**config.mk**
```make
export PLATFORM = sky130hd
export DESIGN_NAME = jedro_1_ctrl
export DESIGN_NICKNAME = d
export VERILOG_FILES = /design/src/rtl/jedro_1_defines.sv /design/src/rtl/jedro_1_ctrl.sv
export SDC_FILE = /design/constraint.sdc
export NUM_CORES = 1
export LEC_CHECK = 0
export CAP_MARGIN = 15
export CORE_MARGIN = 2
export CORE_UTILIZATION = 40
export CTS_CLUSTER_DIAMETER = 200
export CTS_CLUSTER_SIZE = 24
export DETAILED_ROUTE_END_ITERATION = 12
export PLACE_DENSITY = 0.71
export SYNTH_ARGS = -nofsm -noshare
export SYNTH_HDL_FRONTEND = slang
export SYNTH_SLANG_ARGS = --single-unit
```
**constraint.sdc**
```tcl
create_clock -name clk_i -period 2.7 [get_ports clk_i]
set_input_delay 0.675 -clock clk_i [delete_from_list [all_inputs] [get_ports clk_i]]
set_output_delay 0.675 -clock clk_i [all_outputs]
set_load 0.01 [all_outputs]
```
**src/rtl/jedro_1_defines.sv**
```systemverilog
// Shared jedro_1 definitions: control FSM states, trap cause codes,
// default redirect addresses and the control flag decode helper.
package jedro_1_defines;

  // Control FSM states; encodings 6 and 7 are unreachable.
  typedef enum logic [2:0] {
    CTRL_BOOT     = 3'd0,
    CTRL_FLUSH    = 3'd1,
    CTRL_RUN      = 3'd2,
    CTRL_JUMP     = 3'd3,
    CTRL_LSU_WAIT = 3'd4,
    CTRL_TRAP     = 3'd5
  } ctrl_state_e;

  localparam logic [3:0] MCAUSE_INSTR_MISALIGN = 4'd0;
  localparam logic [3:0] MCAUSE_ILLEGAL_INSTR  = 4'd2;
  localparam logic [3:0] MCAUSE_LOAD_FAULT     = 4'd5;

  localparam logic [31:0] CTRL_BOOT_ADDR_DEFAULT = 32'h0000_0000;
  localparam logic [31:0] CTRL_TRAP_VEC_DEFAULT  = 32'h0000_0100;

  // Pipeline/IFU control flags driven by the control FSM.
  typedef struct packed {
    logic get_next;
    logic jmp;
    logic stall;
    logic flush;
    logic trap;
  } ctrl_flags_t;

  localparam ctrl_flags_t CTRL_FLAGS_RESET = '{
    get_next: 1'b0, jmp: 1'b0, stall: 1'b1, flush: 1'b1, trap: 1'b0
  };

  // Moore decode of the control flags from a state.
  function automatic ctrl_flags_t ctrl_decode(input ctrl_state_e s);
    ctrl_flags_t f;
    f.get_next = (s == CTRL_RUN) || (s == CTRL_FLUSH);
    f.jmp      = (s == CTRL_BOOT) || (s == CTRL_JUMP) || (s == CTRL_TRAP);
    f.stall    = (s != CTRL_RUN);
    f.flush    = (s == CTRL_BOOT) || (s == CTRL_JUMP) || (s == CTRL_TRAP) ||
                 (s == CTRL_FLUSH);
    f.trap     = (s == CTRL_TRAP);
    return f;
  endfunction

endpackage

```
**src/rtl/jedro_1_ctrl.sv**
```systemverilog
// jedro_1 central control FSM: sequences IFU redirects (boot, jump, trap),
// flushes fetched instructions after redirects, stalls on LSU activity and
// captures trap PC/cause.
// Ports:
//   clk_i, rstn_i            clock, synchronous active-low reset
//   instr_pc_i               PC of instruction in decode
//   jmp_req_i, jmp_addr_i    resolved taken jump and its target
//   illegal_instr_i          decoder illegal-instruction flag
//   lsu_new_ctrl_i           load/store issued this cycle
//   lsu_busy_i, lsu_err_i    LSU status
//   ifu_get_next_instr_o     IFU advance
//   ifu_jmp_instr_o          IFU redirect strobe
//   ifu_jmp_address_o        redirect target
//   stall_o, flush_o         pipeline freeze / bubble
//   trap_o, mepc_o, mcause_o trap strobe and captured trap info
module jedro_1_ctrl
  import jedro_1_defines::*;
#(
  parameter int unsigned            DATA_WIDTH   = 32,
  parameter logic [DATA_WIDTH-1:0]  BOOT_ADDR    = DATA_WIDTH'(CTRL_BOOT_ADDR_DEFAULT),
  parameter logic [DATA_WIDTH-1:0]  TRAP_VEC     = DATA_WIDTH'(CTRL_TRAP_VEC_DEFAULT),
  parameter int unsigned            FLUSH_CYCLES = 2
) (
  input  logic                  clk_i,
  input  logic                  rstn_i,
  input  logic [DATA_WIDTH-1:0] instr_pc_i,
  input  logic                  jmp_req_i,
  input  logic [DATA_WIDTH-1:0] jmp_addr_i,
  input  logic                  illegal_instr_i,
  input  logic                  lsu_new_ctrl_i,
  input  logic                  lsu_busy_i,
  input  logic                  lsu_err_i,
  output logic                  ifu_get_next_instr_o,
  output logic                  ifu_jmp_instr_o,
  output logic [DATA_WIDTH-1:0] ifu_jmp_address_o,
  output logic                  stall_o,
  output logic                  flush_o,
  output logic                  trap_o,
  output logic [DATA_WIDTH-1:0] mepc_o,
  output logic [3:0]            mcause_o
);

  localparam int unsigned      CNT_W      = 4;
  localparam logic [CNT_W-1:0] FLUSH_LOAD = CNT_W'(FLUSH_CYCLES - 1);

  ctrl_state_e           state_q, state_d;
  logic [CNT_W-1:0]      cnt_q, cnt_d;
  logic                  boot_pend_q, boot_pend_d;
  ctrl_flags_t           flags_q, flags_d;
  logic [DATA_WIDTH-1:0] jmp_addr_q, jmp_addr_d;
  logic [DATA_WIDTH-1:0] mepc_q, mepc_d;
  logic [3:0]            mcause_q, mcause_d;
  logic [DATA_WIDTH-1:0] pend_pc_q, pend_pc_d;

  // Next-state, capture and registered-output logic.
  always_comb begin
    state_d     = state_q;
    cnt_d       = cnt_q;
    boot_pend_d = boot_pend_q;
    jmp_addr_d  = jmp_addr_q;
    mepc_d      = mepc_q;
    mcause_d    = mcause_q;
    pend_pc_d   = pend_pc_q;

    unique case (state_q)
      // Held here through reset; boot_pend_q keeps the first post-reset
      // cycle in BOOT so the redirect strobe is visible for one cycle.
      CTRL_BOOT: begin
        if (boot_pend_q) begin
          boot_pend_d = 1'b0;
        end else begin
          state_d = CTRL_FLUSH;
          cnt_d   = FLUSH_LOAD;
        end
      end
      CTRL_JUMP, CTRL_TRAP: begin
        state_d = CTRL_FLUSH;
        cnt_d   = FLUSH_LOAD;
      end
      CTRL_FLUSH: begin
        if (cnt_q == '0) state_d = CTRL_RUN;
        else             cnt_d   = cnt_q - CNT_W'(1);
      end
      CTRL_RUN: begin
        if (illegal_instr_i) begin
          state_d  = CTRL_TRAP;
          mepc_d   = instr_pc_i;
          mcause_d = MCAUSE_ILLEGAL_INSTR;
        end else if (jmp_req_i && (jmp_addr_i[1:0] != 2'b00)) begin
          state_d  = CTRL_TRAP;
          mepc_d   = instr_pc_i;
          mcause_d = MCAUSE_INSTR_MISALIGN;
        end else if (jmp_req_i) begin
          state_d    = CTRL_JUMP;
          jmp_addr_d = jmp_addr_i;
        end else if (lsu_new_ctrl_i) begin
          state_d   = CTRL_LSU_WAIT;
          pend_pc_d = instr_pc_i;
        end
      end
      CTRL_LSU_WAIT: begin
        if (lsu_err_i) begin
          state_d  = CTRL_TRAP;
          mepc_d   = pend_pc_q;
          mcause_d = MCAUSE_LOAD_FAULT;
        end else if (!lsu_busy_i) begin
          state_d = CTRL_RUN;
        end
      end
      default: state_d = CTRL_BOOT;
    endcase

    // Redirect target follows the state being entered.
    if (state_d == CTRL_BOOT) jmp_addr_d = BOOT_ADDR;
    if (state_d == CTRL_TRAP) jmp_addr_d = TRAP_VEC;

    flags_d = ctrl_decode(state_d);
  end

  // State and output registers.
  always_ff @(posedge clk_i) begin
    if (!rstn_i) begin
      state_q     <= CTRL_BOOT;
      cnt_q       <= '0;
      boot_pend_q <= 1'b1;
      flags_q     <= CTRL_FLAGS_RESET;
      jmp_addr_q  <= BOOT_ADDR;
      mepc_q      <= '0;
      mcause_q    <= '0;
      pend_pc_q   <= '0;
    end else begin
      state_q     <= state_d;
      cnt_q       <= cnt_d;
      boot_pend_q <= boot_pend_d;
      flags_q     <= flags_d;
      jmp_addr_q  <= jmp_addr_d;
      mepc_q      <= mepc_d;
      mcause_q    <= mcause_d;
      pend_pc_q   <= pend_pc_d;
    end
  end

  assign ifu_get_next_instr_o = flags_q.get_next;
  assign ifu_jmp_instr_o      = flags_q.jmp;
  assign stall_o              = flags_q.stall;
  assign flush_o              = flags_q.flush;
  assign trap_o               = flags_q.trap;
  assign ifu_jmp_address_o    = jmp_addr_q;
  assign mepc_o               = mepc_q;
  assign mcause_o             = mcause_q;

endmodule

```
**Yosys cells after proc, flatten, opt, wreduce, memory -nomap -nowiden**

Index checks and enable logic that the tools add are counted.

- Register bits: 113
- Input port bits: 71
- Output and inout port bits: 73
- Logic and storage cells: 80

- Add/subtract/negate cells: 1
- Eq/ne operators: 16
- Mux-type cells: 26
- Bitwise gates (word level): 4
- Reduce and logical (&&, ||, !) cells: 20

Operators by type and width:

| cell | number |
|---|---|
| 2-to-1 mux 32 bit | 3 |
| one-hot mux 32 bit (2 select lines) | 1 |
| 2-to-1 mux 9 bit | 6 |
| 2-to-1 mux 3 bit | 8 |
| 2-to-1 mux 4 bit | 5 |
| one-hot mux 3 bit (5 select lines) | 1 |
| == test 3 x 2 -> 1 bit, second input constant | 4 |
| one-hot mux 4 bit (3 select lines) | 1 |
| == test 3 bit, second input constant | 3 |
| nonzero test 3 bit | 3 |
| one-hot mux 4 bit (2 select lines) | 1 |
| AND reduction 4 bit | 2 |
| == test 3 x 1 -> 1 bit, second input constant | 2 |
| logical NOT 3 bit | 2 |
| != test 2 bit, second input constant | 3 |
| != test 3 x 2 -> 1 bit, second input constant | 2 |
| AND reduction 3 bit | 2 |
| AND reduction 5 bit | 1 |
| logical NOT 4 bit | 1 |
| logical OR 1 bit | 4 |
| NOT 1 bit | 4 |
| nonzero test 2 bit | 2 |
| subtractor 4 x 1 -> 4 bit, second input constant | 1 |
| != test 3 x 1 -> 1 bit, second input constant | 1 |
| other kinds (4) | 4 |

**Depth between registers and ports, before layout**

Gate-level depths: netlist of run 1.

- Depth after elaboration: 9
- Gate-level depth with buffers: 9
- Mapped depth without buffers: 7

**Worst setup path before layout of run 1**

OpenSTA, ideal clock, no wires.

- Kind: input port to flip-flop
- From: input jmp_addr_i[0]
- To: register jmp_addr_q[10] (netlist: ifu_jmp_address_o[10])
- Library setup time: 117 ps
- Arrival time: 1978 ps
- Required time: 2583 ps
- Setup slack: 605 ps
- Cell stages on the path: 6
- Path buffers: 1
- Cell sequence: nor4b_1 o32a_1 nor3_1 o31ai_2 buf_2 nor2_1

- Longest elaborated chain between the ends: 7
- Elaborated cells between the ends (all ways): 10
- Those cells by class: 1 x eq/ne; 3 x mux; 1 x bitwise; 5 x reduce/logical

Ends and longest elaborated chain:

| what | RTL line | text |
|---|---|---|
| start: declaration | jedro_1_ctrl.sv:28 | `input logic [DATA_WIDTH-1:0] jmp_addr_i,` |
| nonzero test 2 bit * | jedro_1_ctrl.sv:89 | `end else if (jmp_req_i && (jmp_addr_i[1:0] != 2'b00)) begin` |
| logical AND 1 bit * | jedro_1_ctrl.sv:89 |  |
| 2-to-1 mux 3 bit | jedro_1_ctrl.sv:89 |  |
| 2-to-1 mux 3 bit | jedro_1_ctrl.sv:85 | `if (illegal_instr_i) begin` |
| one-hot mux 3 bit (5 select lines) | jedro_1_ctrl.sv:65 | `unique case (state_q)` |
| == test 3 bit or logical NOT 3 bit (tied branches) | jedro_1_ctrl.sv:115, jedro_1_ctrl.sv:114 |  |
| OR reduction 3 bit (no source line) | -- |  |
| end signal: assignment | jedro_1_ctrl.sv:136 | `jmp_addr_q <= jmp_addr_d;` |
| end: declaration | jedro_1_ctrl.sv:50 | `logic [DATA_WIDTH-1:0] jmp_addr_q, jmp_addr_d;` |

Every way passes the cells marked *; elsewhere a longest branch is shown, timed or not.
A chain may end at the register's enable or synchronous reset.

**Worst setup path in the final report of run 1**

- From: input jmp_req_i
- To: register jmp_addr_q[20] (netlist: ifu_jmp_address_o[20])

- Longest elaborated chain between the ends: 6
- Elaborated cells between the ends (all ways): 10
- Those cells by class: 1 x eq/ne; 4 x mux; 1 x bitwise; 4 x reduce/logical

Ends and longest elaborated chain:

| what | RTL line | text |
|---|---|---|
| start: declaration | jedro_1_ctrl.sv:27 | `input logic jmp_req_i,` |
| 2-to-1 mux 3 bit or logical AND 1 bit (tied branches) | jedro_1_ctrl.sv:93, jedro_1_ctrl.sv:89 |  |
| 2-to-1 mux 3 bit | jedro_1_ctrl.sv:89 |  |
| 2-to-1 mux 3 bit | jedro_1_ctrl.sv:85 |  |
| one-hot mux 3 bit (5 select lines) | jedro_1_ctrl.sv:65 |  |
| == test 3 bit or logical NOT 3 bit (tied branches) | jedro_1_ctrl.sv:115, jedro_1_ctrl.sv:114 |  |
| OR reduction 3 bit (no source line) | -- |  |

Several ways; a longest one is shown, not always the timed one.

==> summary.md, run 1 <==
| Metric | Value |
|---|---|
| Switching component of the power | `about 1.5 mW` |
| Count of endpoints failing setup in the final report | `0` |
| Sinks on Clock Net | `111` |
| Post-synth EDFFs | `0` |
| Worst Hold Class | `flip-flop to flip-flop` |
| Clock Tree Root | `sky130_fd_sc_hd__clkbuf_8` |
| Number of top-level pins | `144` |
| Routability cong. | `around 0.95` |
| First-iteration detailed-routing DRC count | `260` |
| Post-cts sizing count | `0` |
| Comb power frac | `33.0%` |
| Initial antenna violation count | `0` |
| Utilization after layout | `roughly three fifths` |
| Number of different library cells in the post-synthesis netlist | `48` |
| Die Wd | `109.4 um` |
| Fraction of synthesized cell area taken by the top area cell type | `50.00%` |
| Relative contribution of sequential cells to total power | `between 40 and 50%` |
| Average cell area after synthesis | `8.630 um^2` |
| Max stage delay on crit path | `0.56 ns` |
| Launching element type of the critical path | `input pin` |
| Cell Area, Synth | `4444 um^2` |
| Post-Route WL | `11460 um` |
| Per-cell routed wire length | `14.44 um` |
| Largest driver fanout on the critical path | `31` |
| GRT Overall Usage | `19.26%` |
| Status | `complete, no violations` |
| Clock tree from TritonCTS | `yes` |
| Core ar. | `10840 um^2` |
| Net count after synthesis | `588` |
| Ys flop type | `sky130_fd_sc_hd__dfxtp_1` |
| Most frequent standard cell in the layout excluding fill and tap cells | `sky130_fd_sc_hd__clkdlybuf4s50_1` |
| Worst-skew pair later-pin latency | `0.37 ns` |
| Synth warnings | `0` |
| Worst Path Arrival | `between 2 and 3 ns` |
| Cell breakdown of the critical path | `clkdlybuf4s50_1, nor4b_1, o32a_1, nor3_1, o31ai_4, buf_12, nor2_1` |
| Classification of the worst setup path | `input pin to flip-flop` |
| DRC errors left | `0` |
| Final global-route overflow total | `0` |
| Crit path setup slack, layout | `0.2616 ns` |
| Total power density per cell area | `681.0 nW/um^2` |
| Post-synthesis sequential element count | `around 110` |
| Leak pwr | `2.372 nW` |
| Buffers and inverters on the worst path | `2` |
| Area added between synthesis and finish | `41.72%` |
| Worst hold slack | `0.4422 ns` |
| Initial Utilization | `about two fifths` |
| Switching Fraction | `33.82%` |
| Synthesized instance count | `~500` |
| Capturing element type of the critical path | `flip-flop` |
| Wire length of the first global-routing pass | `18310 um` |
| Number of I/O port buffers | `around 140` |
| Final setup skew | `0.01238 ns` |
| Library cell occupying the most area in the post-synthesis netlist | `sky130_fd_sc_hd__dfxtp_1` |
| Final min period | `2.438 ns` |
| Highest-count cells in the layout ignoring fill and taps | `sky130_fd_sc_hd__clkdlybuf4s50_1, sky130_fd_sc_hd__nand2_1, sky130_fd_sc_hd__dfxtp_1` |
| Diodes inserted | `0` |
| Total count of hold-check failures in the final report | `0` |
| Buffers inserted during post-CTS setup optimization | `0` |
| Number of pins with negative max-slew slack in the final report | `0` |
| Final antenna-violating net count | `0` |
| Seq/Total Area, Yosys | `50.00%` |
| Max stage delay cell, worst path | `sky130_fd_sc_hd__clkdlybuf4s50_1` |
| Post-route clock period utilization | `around 90%` |
| Worst VDD drop | `0.0004103 V` |
| Relative contribution of the clock network to total power | `22.4%` |
| Floorplan row count | `38` |
| CTS HTree Levels | `3` |
| Cell internal pwr | `2.839 mW` |
| Clock-pin slew reported for the worst setup and hold paths after clock tree synthesis | `0.11 ns` |
| Die area | `11970 um^2` |
| Proportion of layout cells with a drive suffix above 1 | `8.257%` |
| Max transition margin | `67.11%` |
| Leading cell types by total area after synthesis | `sky130_fd_sc_hd__dfxtp_1, sky130_fd_sc_hd__nand2_1, sky130_fd_sc_hd__mux2i_1` |
| # Max-Cap Violations | `0` |
| Top cell family by delay on the critical path | `buffers and inverters` |
| Vias post-DR | `4012` |
| Vias per inst | `between 5 and 6` |
| Post-cts hold buffer count | `0` |
| RSZ-0062 raised after global routing | `false` |
| Number of clock buffers inserted by TritonCTS | `9` |
| Asr flop ratio synth | `0%` |
| Die Y | `109.4 um` |
| Reg-to-reg setup timing slack | `approximately 0.30 ns` |
| Pin slew with the least headroom to its limit | `slightly below 0.5 ns` |
| Detail Placement HPWL | `8012 um` |
| Post-placement worst setup slack | `-0.08317 ns` |
| Vias in the first global route | `3930` |
| Post-layout nets | `a little over 700` |
| Maximum achievable frequency | `410.1 MHz` |
| Max Buffers Root-to-Sink | `2` |
| Drt first pass iters | `4` |
| Pin count of the biggest net entering global routing | `35` |
| Required time of the critical path | `2.97 ns` |
==> per-stage QoR <==
stage / total power [mW] / cells / setup TNS (ns) / instance area (um^2)
floorplan: 2.750 / 515 / 0 / 4444
global placement: 3.324 / 778 / 0 / 6108
detailed placement: 3.359 / 778 / -2.350 / 6108
CTS: 4.325 / 794 / 0 / 6299
global route: 4.547 / 794 / 0 / 6299
finish: 4.289 / 794 / 0 / 6299
==> layout make-up <==
cell class,instances,area (um^2)
fillers,958,4542
flip-flops and latches,111,2222
clock inverters,7,66.31
well taps,140,175.2
inverters,5,18.77
multi-input cells,359,2026
repair buffers,163,1667
clock buffers,9,123.9
==> flip-flops by register name, summed over array words and instances (netlist names) <==
name / cells
cnt_q: 4
mepc_o: 32
ifu_jmp_address_o: 32
stall_o: 1
flush_o: 1
ifu_get_next_instr_o: 1
trap_o: 1
mcause_o: 2
ifu_jmp_instr_o: 1
pend_pc_q: 32
boot_pend_q: 1
state_q: 3
==> power by group through the flow <==
| stage | combinational (mW) | sequential (mW) | clock [mW] |
|---|---|---|---|
| 6_report | 1.41 | 1.91 | 0.962 |
| 3_3_place_gp | 1.38 | 1.94 | 0 |
| 4_1_cts | 1.42 | 1.91 | 0.992 |
| 5_1_grt | 1.56 | 1.93 | 1.05 |
| 2_1_floorplan | 0.791 | 1.96 | 0 |
| 3_5_place_dp | 1.41 | 1.95 | 0 |
==> worst paths after layout <==
kind	start	end	depth (start not counted)
max	jmp_req_i	ifu_jmp_address_o[20]	7
min	ifu_jmp_address_o[0]	ifu_jmp_address_o[0]	2
min reg2reg	ifu_jmp_address_o[0]	ifu_jmp_address_o[0]	2
max reg2reg	state_q[1]	mepc_o[7]	6
==> Yosys cell counts (2+ instances only) <==
cell type / number
sky130_fd_sc_hd__buf_4: 4
sky130_fd_sc_hd__buf_6: 3
sky130_fd_sc_hd__nor4_1: 2
sky130_fd_sc_hd__a311oi_1: 22
sky130_fd_sc_hd__nor3b_1: 3
sky130_fd_sc_hd__and3_1: 2
sky130_fd_sc_hd__nor3_1: 4
sky130_fd_sc_hd__nor4b_1: 2
sky130_fd_sc_hd__clkbuf_1: 24
sky130_fd_sc_hd__a21oi_1: 36
sky130_fd_sc_hd__mux2i_1: 31
sky130_fd_sc_hd__o21ai_0: 4
sky130_fd_sc_hd__buf_2: 9
sky130_fd_sc_hd__nand3_1: 4
sky130_fd_sc_hd__dfxtp_1: 111
sky130_fd_sc_hd__nor2b_1: 2
sky130_fd_sc_hd__a311oi_2: 10
sky130_fd_sc_hd__xor2_1: 2
sky130_fd_sc_hd__nand2_1: 134
sky130_fd_sc_hd__ha_1: 2
sky130_fd_sc_hd__nor2_1: 74
sky130_fd_sc_hd__inv_1: 4
==> kinds of logic after synthesis <==
| family | share of synthesized area [%] |
|---|---|
| AOI/OAI and AO/OA | 15.32 |
| adders and majority gates | 0.5630 |
| other | 0.08438 |
| buffers and inverters | 4.898 |
| and+or+nand+nor | 21.57 |
| muxes | 6.982 |
| xor gates and xnor gates | 0.5913 |
| DFF | 50.00 |
==> routing by layer <==
layer | track usage [%] | wire length, um | up-vias | part of all wire [%]
met5 | 0 | 0 | - | 0
met2 | 33.86 | 5710 | 117 | 50
met3 | 5.039 | 701 | 16 | 6.1
met1 | 22.59 | 4853 | 1873 | 42
li1 | - | - | 2006 | -
met4 | 6.781 | 196 | 0 | 1.7
==> worst reg2reg max path: stages, from the launching register on <==
cell and delay [ns]:
sky130_fd_sc_hd__dfxtp_1 0.54, sky130_fd_sc_hd__or3b_1 0.47, sky130_fd_sc_hd__o32a_1 0.45, sky130_fd_sc_hd__a21oi_4 0.28, sky130_fd_sc_hd__buf_4 0.26, sky130_fd_sc_hd__nor2_1 0.06
sky130_fd_sc_hd__a311oi_1 0.24
Note: power is estimated with default switching activity, not from simulation.
==> run 2: changes to the inputs <==
--- a/config.mk
+++ b/config.mk
@@ -11,6 +11,7 @@
 export CTS_CLUSTER_DIAMETER = 200
 export CTS_CLUSTER_SIZE = 24
 export DETAILED_ROUTE_END_ITERATION = 12
+export HOLD_SLACK_MARGIN = 0.02
 export PLACE_DENSITY = 0.71
 export SYNTH_ARGS = -nofsm -noshare
 export SYNTH_HDL_FRONTEND = slang
==> constraint.sdc (replaced) <==
create_clock -name clk_i -period 2.5 [get_ports clk_i]
set_input_delay 0.625 -clock clk_i [delete_from_list [all_inputs] [get_ports clk_i]]
set_output_delay 0.625 -clock clk_i [all_outputs]
set_load 0.01 [all_outputs]
==> run 2 against run 1 <==
Against the previous run:
- clock power rose by 0.8%
- core utilization shrank 0.12 points
- combinational power increased by 9%
- worst setup slack worse by 0.14 ns
- design area shrank 0.20%
- hold slack got worse by 0.0069 ns
- sequential power rose by 7%
- sequential cell count is the same
- critical path depth stayed put
- clock skew increased by 0.0057 ns
==> summary.md, run 2 (synthesis gave the netlist of run 1 again) <==
| Metric | Value |
|---|---|
| Clock tree from TritonCTS | `yes` |
| Final antenna-violating net count | `0` |
| Vias post-DR | `4031` |
| Launching element type of the critical path | `input pin` |
| Source of the worst register-to-register timing path | `state_q[0]` |
| Number of pins with negative max-slew slack in the final report | `0` |
| Clock Tree Root | `sky130_fd_sc_hd__clkbuf_8` |
| GRT Overall Usage | `19.21%` |
| Initial antenna violation count | `0` |
| Capturing element type of the critical path | `flip-flop` |
| Proportion of layout cells with a drive suffix above 1 | `8.116%` |
| Destination of the worst hold path | `ifu_jmp_address_o[0]` |
| Detail Placement HPWL | `8068 um` |
| First-iteration detailed-routing DRC count | `203` |
| Max Buffers Root-to-Sink | `2` |
| # Max-Cap Violations | `0` |
| Vias in the first global route | `4009` |
| Number of filler instances in the final layout | `971` |
| Diodes inserted | `0` |
| Total power density per cell area | `726.4 nW/um^2` |
| Required time of the critical path | `2.74 ns` |
| Worst hold slack | `0.4353 ns` |
| Final min period | `2.375 ns` |
| Wire length of the first global-routing pass | `18530 um` |
| Clock-pin slew reported for the worst setup and hold paths after clock tree synthesis | `0.09 ns` |
| Status | `complete, no violations` |
| Reg-to-reg setup timing slack | `about 0.22 ns` |
| Buffers inserted during post-CTS setup optimization | `0` |
| Worst-skew pair later-pin latency | `0.36 ns` |
| Count of endpoints failing setup in the final report | `0` |
| Post-layout nets | `723` |
| Cell Area, Placed | `slightly above 6000 um^2` |
| Area added between synthesis and finish | `41.44%` |
| Per-cell routed wire length | `14.58 um` |
| Worst VDD drop | `0.0004601 V` |
| Classification of the worst setup path | `input pin to flip-flop` |
| Non-Filler Cell Area, Final | `roughly 6300 um^2` |
| Die Wd | `109.4 um` |
| Highest-count cells in the layout ignoring fill and taps | `sky130_fd_sc_hd__clkdlybuf4s50_1, sky130_fd_sc_hd__nand2_1, sky130_fd_sc_hd__dfxtp_1` |
| Number of clock buffers inserted by TritonCTS | `9` |
| Sinks on Clock Net | `around 110` |
| Instance count along the most critical hold path | `2` |
| Launch point of the worst hold path | `ifu_jmp_address_o[0]` |
| Final global-route overflow total | `0` |
| RSZ-0062 raised after global routing | `false` |
| Leak pwr | `2.378 nW` |
| DRC errors left | `0` |
| Post-route clock period utilization | `between 90% and 100%` |
| Total count of hold-check failures in the final report | `0` |
| Worst Path Arrival | `2.62 ns` |
| Setup TNS | `0 ns` |
| Vias per inst | `5.083` |
| Drt first pass iters | `4` |
| Final setup skew | `0.01813 ns` |
| Utilization after layout | `~58%` |
| Worst Hold Class | `flip-flop to flip-flop` |
| Pin slew with the least headroom to its limit | `just under 0.5 ns` |
| Worst reg2reg path endpoint | `mepc_o[10]` |
| Number of top-level pins | `approximately 140` |
| Pin count of the biggest net entering global routing | `65` |
| Routability cong. | `approximately 0.93` |
| Post-cts sizing count | `0` |
| Depth of the worst register-to-register path | `6` |
| Maximum achievable frequency | `~420 MHz` |
| Core ar. | `10840 um^2` |
| Die area | `11970 um^2` |
| Die Y | `109.4 um` |
| Post-Route WL | `11560 um` |
| Largest driver fanout on the critical path | `31` |
| CTS HTree Levels | `3` |
| Most frequent standard cell in the layout excluding fill and tap cells | `sky130_fd_sc_hd__clkdlybuf4s50_1` |
| Number of I/O port buffers | `142` |
| Initial Utilization | `41.00%` |
| Floorplan row count | `38` |
| Max transition margin | `66.81%` |
| Post-cts hold buffer count | `0` |
-- run 2: cell types whose count changed in the layout (fill, tap and decap cells not counted) --
cell / change
sky130_fd_sc_hd__inv_6: -3
sky130_fd_sc_hd__buf_4: +1
sky130_fd_sc_hd__inv_8: +1
sky130_fd_sc_hd__clkinv_4: +3
sky130_fd_sc_hd__clkinvlp_4: -2
sky130_fd_sc_hd__clkinv_8: -1
-- run 2: critical path: stages --
cell and delay [ns]:
sky130_fd_sc_hd__clkdlybuf4s50_1 0.53, sky130_fd_sc_hd__nor4b_1 0.44, sky130_fd_sc_hd__o32a_1 0.33, sky130_fd_sc_hd__nor3_1 0.11, sky130_fd_sc_hd__o31ai_4 0.28, sky130_fd_sc_hd__buf_12 0.22
sky130_fd_sc_hd__nor2_1 0.07
-- run 2: power by group --
part	total [mW]	switching (mW)	internal (mW)
Combinational	1.54	0.801	0.742
Clock	0.970	0.604	0.367
Sequential	2.05	0.111	1.94
Total	4.57	1.52	3.05
-- run 2: worst max path at each step --
stage                  start                    end  slack, ns
2_1_floorplan  jmp_addr_i[0]  ifu_jmp_address_o[10]       0.46
3_3_place_gp       jmp_req_i  ifu_jmp_address_o[13]      -0.09
3_5_place_dp       jmp_req_i  ifu_jmp_address_o[24]      -0.20
4_1_cts            jmp_req_i   ifu_jmp_address_o[3]       0.18
5_1_grt           state_q[0]             mepc_o[13]       0.01
6_report           jmp_req_i   ifu_jmp_address_o[3]       0.12
-- run 2: final cells by class --
type                    count  area (um^2)  share of cell area (%)
well taps                 140        175.2                   2.787
inverters                   5        18.77                  0.2986
flip-flops and latches    111         2222                   35.35
clock inverters             5        46.29                  0.7365
clock buffers               9        123.9                   1.971
repair buffers            164         1674                   26.63
multi-input cells         359         2026                   32.23
-- run 2: per-layer routing --
layer  GRT usage (%)  up-vias  wire (um)
met4           7.866        0        214
met2           33.64      118       5877
li1                -     2008          -
met5               0        -          0
met3           4.386       14        740
met1           22.58     1891       4731
-- run 2: metrics by stage --
step                      cells  setup WS [ns]  total power [mW]
after floorplan             515         0.4552             2.970
after global placement      779       -0.09040             3.593
after detailed placement    779        -0.1966             3.640
after CTS                   793         0.1779             4.616
after global routing        793        0.01446             4.835
final                       793         0.1247             4.566
==> run 3: changes to the inputs <==
--- a/config.mk
+++ b/config.mk
@@ -9,10 +9,10 @@
 export CORE_MARGIN = 2
 export CORE_UTILIZATION = 40
 export CTS_CLUSTER_DIAMETER = 200
-export CTS_CLUSTER_SIZE = 24
 export DETAILED_ROUTE_END_ITERATION = 12
 export HOLD_SLACK_MARGIN = 0.02
 export PLACE_DENSITY = 0.71
+export SETUP_SLACK_MARGIN = 0.02
 export SYNTH_ARGS = -nofsm -noshare
 export SYNTH_HDL_FRONTEND = slang
 export SYNTH_SLANG_ARGS = --single-unit
==> run 3 against run 2 <==
Against the previous run:
- design area increased by 0.72%
- largest cell class unchanged
- sequential power about the same
- register-to-register slack about the same
- sequential cell count unchanged
- clock skew about the same
- critical path depth unchanged
- fmax increased by 0.76%
- critical endpoint unchanged
- critical path type unchanged
- die area unchanged
- power increased by 0.76%
- cell count increased by 0.25%
==> summary.md, run 3 (synthesis gave the netlist of run 1 again) <==
| Metric | Value |
|---|---|
| Top cell family by delay on the critical path | `buffers and inverters` |
| Most frequent standard cell in the layout excluding fill and tap cells | `sky130_fd_sc_hd__clkdlybuf4s50_1` |
| Number of filler instances in the final layout | `between 900 and 1k` |
| Wire length of the first global-routing pass | `roughly 19000 um` |
| Buffers inserted during post-CTS setup optimization | `0` |
| Max stage delay on crit path | `0.53 ns` |
| Initial antenna violation count | `0` |
| Worst VDD drop | `~0.00046 V` |
| Count of endpoints failing setup in the final report | `0` |
| Capturing element type of the critical path | `flip-flop` |
| Comb power frac | `34.3%` |
| Final global-route overflow total | `0` |
| Cell internal pwr | `between 3 and 4 mW` |
| Launch point of the worst hold path | `ifu_jmp_address_o[0]` |
| Pin count of the biggest net entering global routing | `65` |
| Vias in the first global route | `4009` |
| Core ar. | `~11000 um^2` |
| Worst Hold Class | `flip-flop to flip-flop` |
| Die Y | `109.4 um` |
| Per-cell routed wire length | `14.82 um` |
| Setup TNS | `0 ns` |
| Maximum achievable frequency | `424.2 MHz` |
| Final setup skew | `0.01797 ns` |
| Proportion of layout cells with a drive suffix above 1 | `8.397%` |
| Post-cts sizing count | `0` |
| Post-Route WL | `~12000 um` |
| Number of top-level pins | `between 100 and 150` |
| Diodes inserted | `0` |
| Launching element type of the critical path | `input pin` |
| DRC errors left | `0` |
| Required time of the critical path | `2.74 ns` |
| Worst hold slack | `0.4364 ns` |
| First-iteration detailed-routing DRC count | `202` |
| Total power density per cell area | `between 700 and 800 nW/um^2` |
| Leak pwr | `2.397 nW` |
| Routability cong. | `~0.93` |
| Switching component of the power | `1.530 mW` |
| Total count of hold-check failures in the final report | `0` |
| Buffers and inverters on the worst path | `2` |
| Die Wd | `around 110 um` |
| Relative contribution of sequential cells to total power | `roughly 45%` |
| Launching element of the worst setup path | `jmp_req_i` |
| Relative contribution of the clock network to total power | `21.1%` |
| Number of I/O port buffers | `between 100 and 150` |
| Final min period | `about 2.4 ns` |
| Final antenna-violating net count | `0` |
| Crit path setup slack, layout | `0.1425 ns` |
| Cell breakdown of the critical path | `clkdlybuf4s50_1, nor4b_1, o32a_1, nor3_1, o31ai_4, buf_12, nor2_1` |
| Post-layout nets | `725` |
| CTS HTree Levels | `3` |
| Number of clock buffers inserted by TritonCTS | `9` |
| Met3 GRT Util | `4.386%` |
| Vias per inst | `5.094` |
| # Max-Cap Violations | `0` |
| Die area | `between 10000 and 15000 um^2` |
| Switching Fraction | `between 30% and 40%` |
| Worst Path Arrival | `between 2 and 3 ns` |
| Vias post-DR | `4050` |
| Post-route clock period utilization | `94.30%` |
| Highest-count cells in the layout ignoring fill and taps | `sky130_fd_sc_hd__clkdlybuf4s50_1, sky130_fd_sc_hd__nand2_1, sky130_fd_sc_hd__dfxtp_1` |
| GRT Overall Usage | `19.21%` |
| Largest driver fanout on the critical path | `31` |
| Clock-pin slew reported for the worst setup and hold paths after clock tree synthesis | `0.09 ns` |
| RSZ-0062 raised after global routing | `false` |
| Status | `complete, no violations` |
| Max stage delay cell, worst path | `sky130_fd_sc_hd__clkdlybuf4s50_1` |
| Floorplan row count | `38` |
| Drt first pass iters | `4` |
| Sinks on Clock Net | `111` |
| Number of pins with negative max-slew slack in the final report | `0` |
| Worst-skew pair later-pin latency | `0.36 ns` |
| Layer carrying the most global-route usage | `met2` |
| Max Buffers Root-to-Sink | `2` |
| Clock Tree Root | `sky130_fd_sc_hd__clkbuf_8` |
| Clock tree from TritonCTS | `yes` |
| Detail Placement HPWL | `8068 um` |
| Initial Utilization | `41.00%` |
| Classification of the worst setup path | `input pin to flip-flop` |
| Met1 demand-to-capacity share in global routing | `between 20% and 30%` |
| Post-cts hold buffer count | `0` |
| Area added between synthesis and finish | `42.45%` |
| Post-placement worst setup slack | `-0.1966 ns` |
| Source of the worst register-to-register timing path | `state_q[0]` |
| Met2 usage in global routing | `33.64%` |
==> run 3: stage by stage <==
step                total power, mW  instance area, um^2  std cells  utilization, %
finish                        4.601                 6331        795           58.40
global placement              3.593                 6116        779           56.42
global route                  4.866                 6331        795           58.40
CTS                           4.616                 6286        793           57.99
detailed placement            3.640                 6116        779           56.42
floorplan                     2.970                 4444        515               -
==> run 3: worst min-delay path, cell delays in order (launching register included) <==
cell	delay, ns
sky130_fd_sc_hd__dfxtp_1	0.32
sky130_fd_sc_hd__nand2_1	0.05
sky130_fd_sc_hd__nor2_1	0.03
==> run 3: power by group through the flow <==
stage	combinational, mW	clock (mW)	sequential, mW
detailed placement	1.55	0	2.09
global route	1.72	1.07	2.08
CTS	1.56	1.01	2.05
finish	1.58	0.971	2.05
global placement	1.51	0	2.08
floorplan	0.854	0	2.12
==> run 3: layout make-up <==
| class | instances | area, um^2 | share of cell area [%] |
|---|---|---|---|
| clock buffers | 9 | 123.9 | 1.957 |
| multi-input cells | 359 | 2026 | 32.00 |
| flip-flops and latches | 111 | 2222 | 35.10 |
| clock inverters | 5 | 46.29 | 0.7312 |
| repair buffers | 166 | 1719 | 27.15 |
| well taps | 140 | 175.2 | 2.767 |
| inverters | 5 | 18.77 | 0.2964 |
==> run 3: final timing paths <==
kind / to / slack [ns] / cells past startpoint
setup / recovery: ifu_jmp_address_o[3] / 0.14 / 7
hold / removal: ifu_jmp_address_o[0] / 0.44 / 2
setup reg to reg: mepc_o[27] / 0.22 / 6
hold reg to reg: ifu_jmp_address_o[0] / 0.44 / 2
==> run 3: metal layers <==
| metal | vias to the layer above | routed length [um] | share of wire [%] |
|---|---|---|---|
| met1 | 1928 | 4933 | 42 |
| li1 | 2011 | - | - |
| met2 | 97 | 5975 | 51 |
| met5 | - | 0 | 0 |
| met3 | 14 | 659 | 5.6 |
| met4 | 0 | 214 | 1.8 |
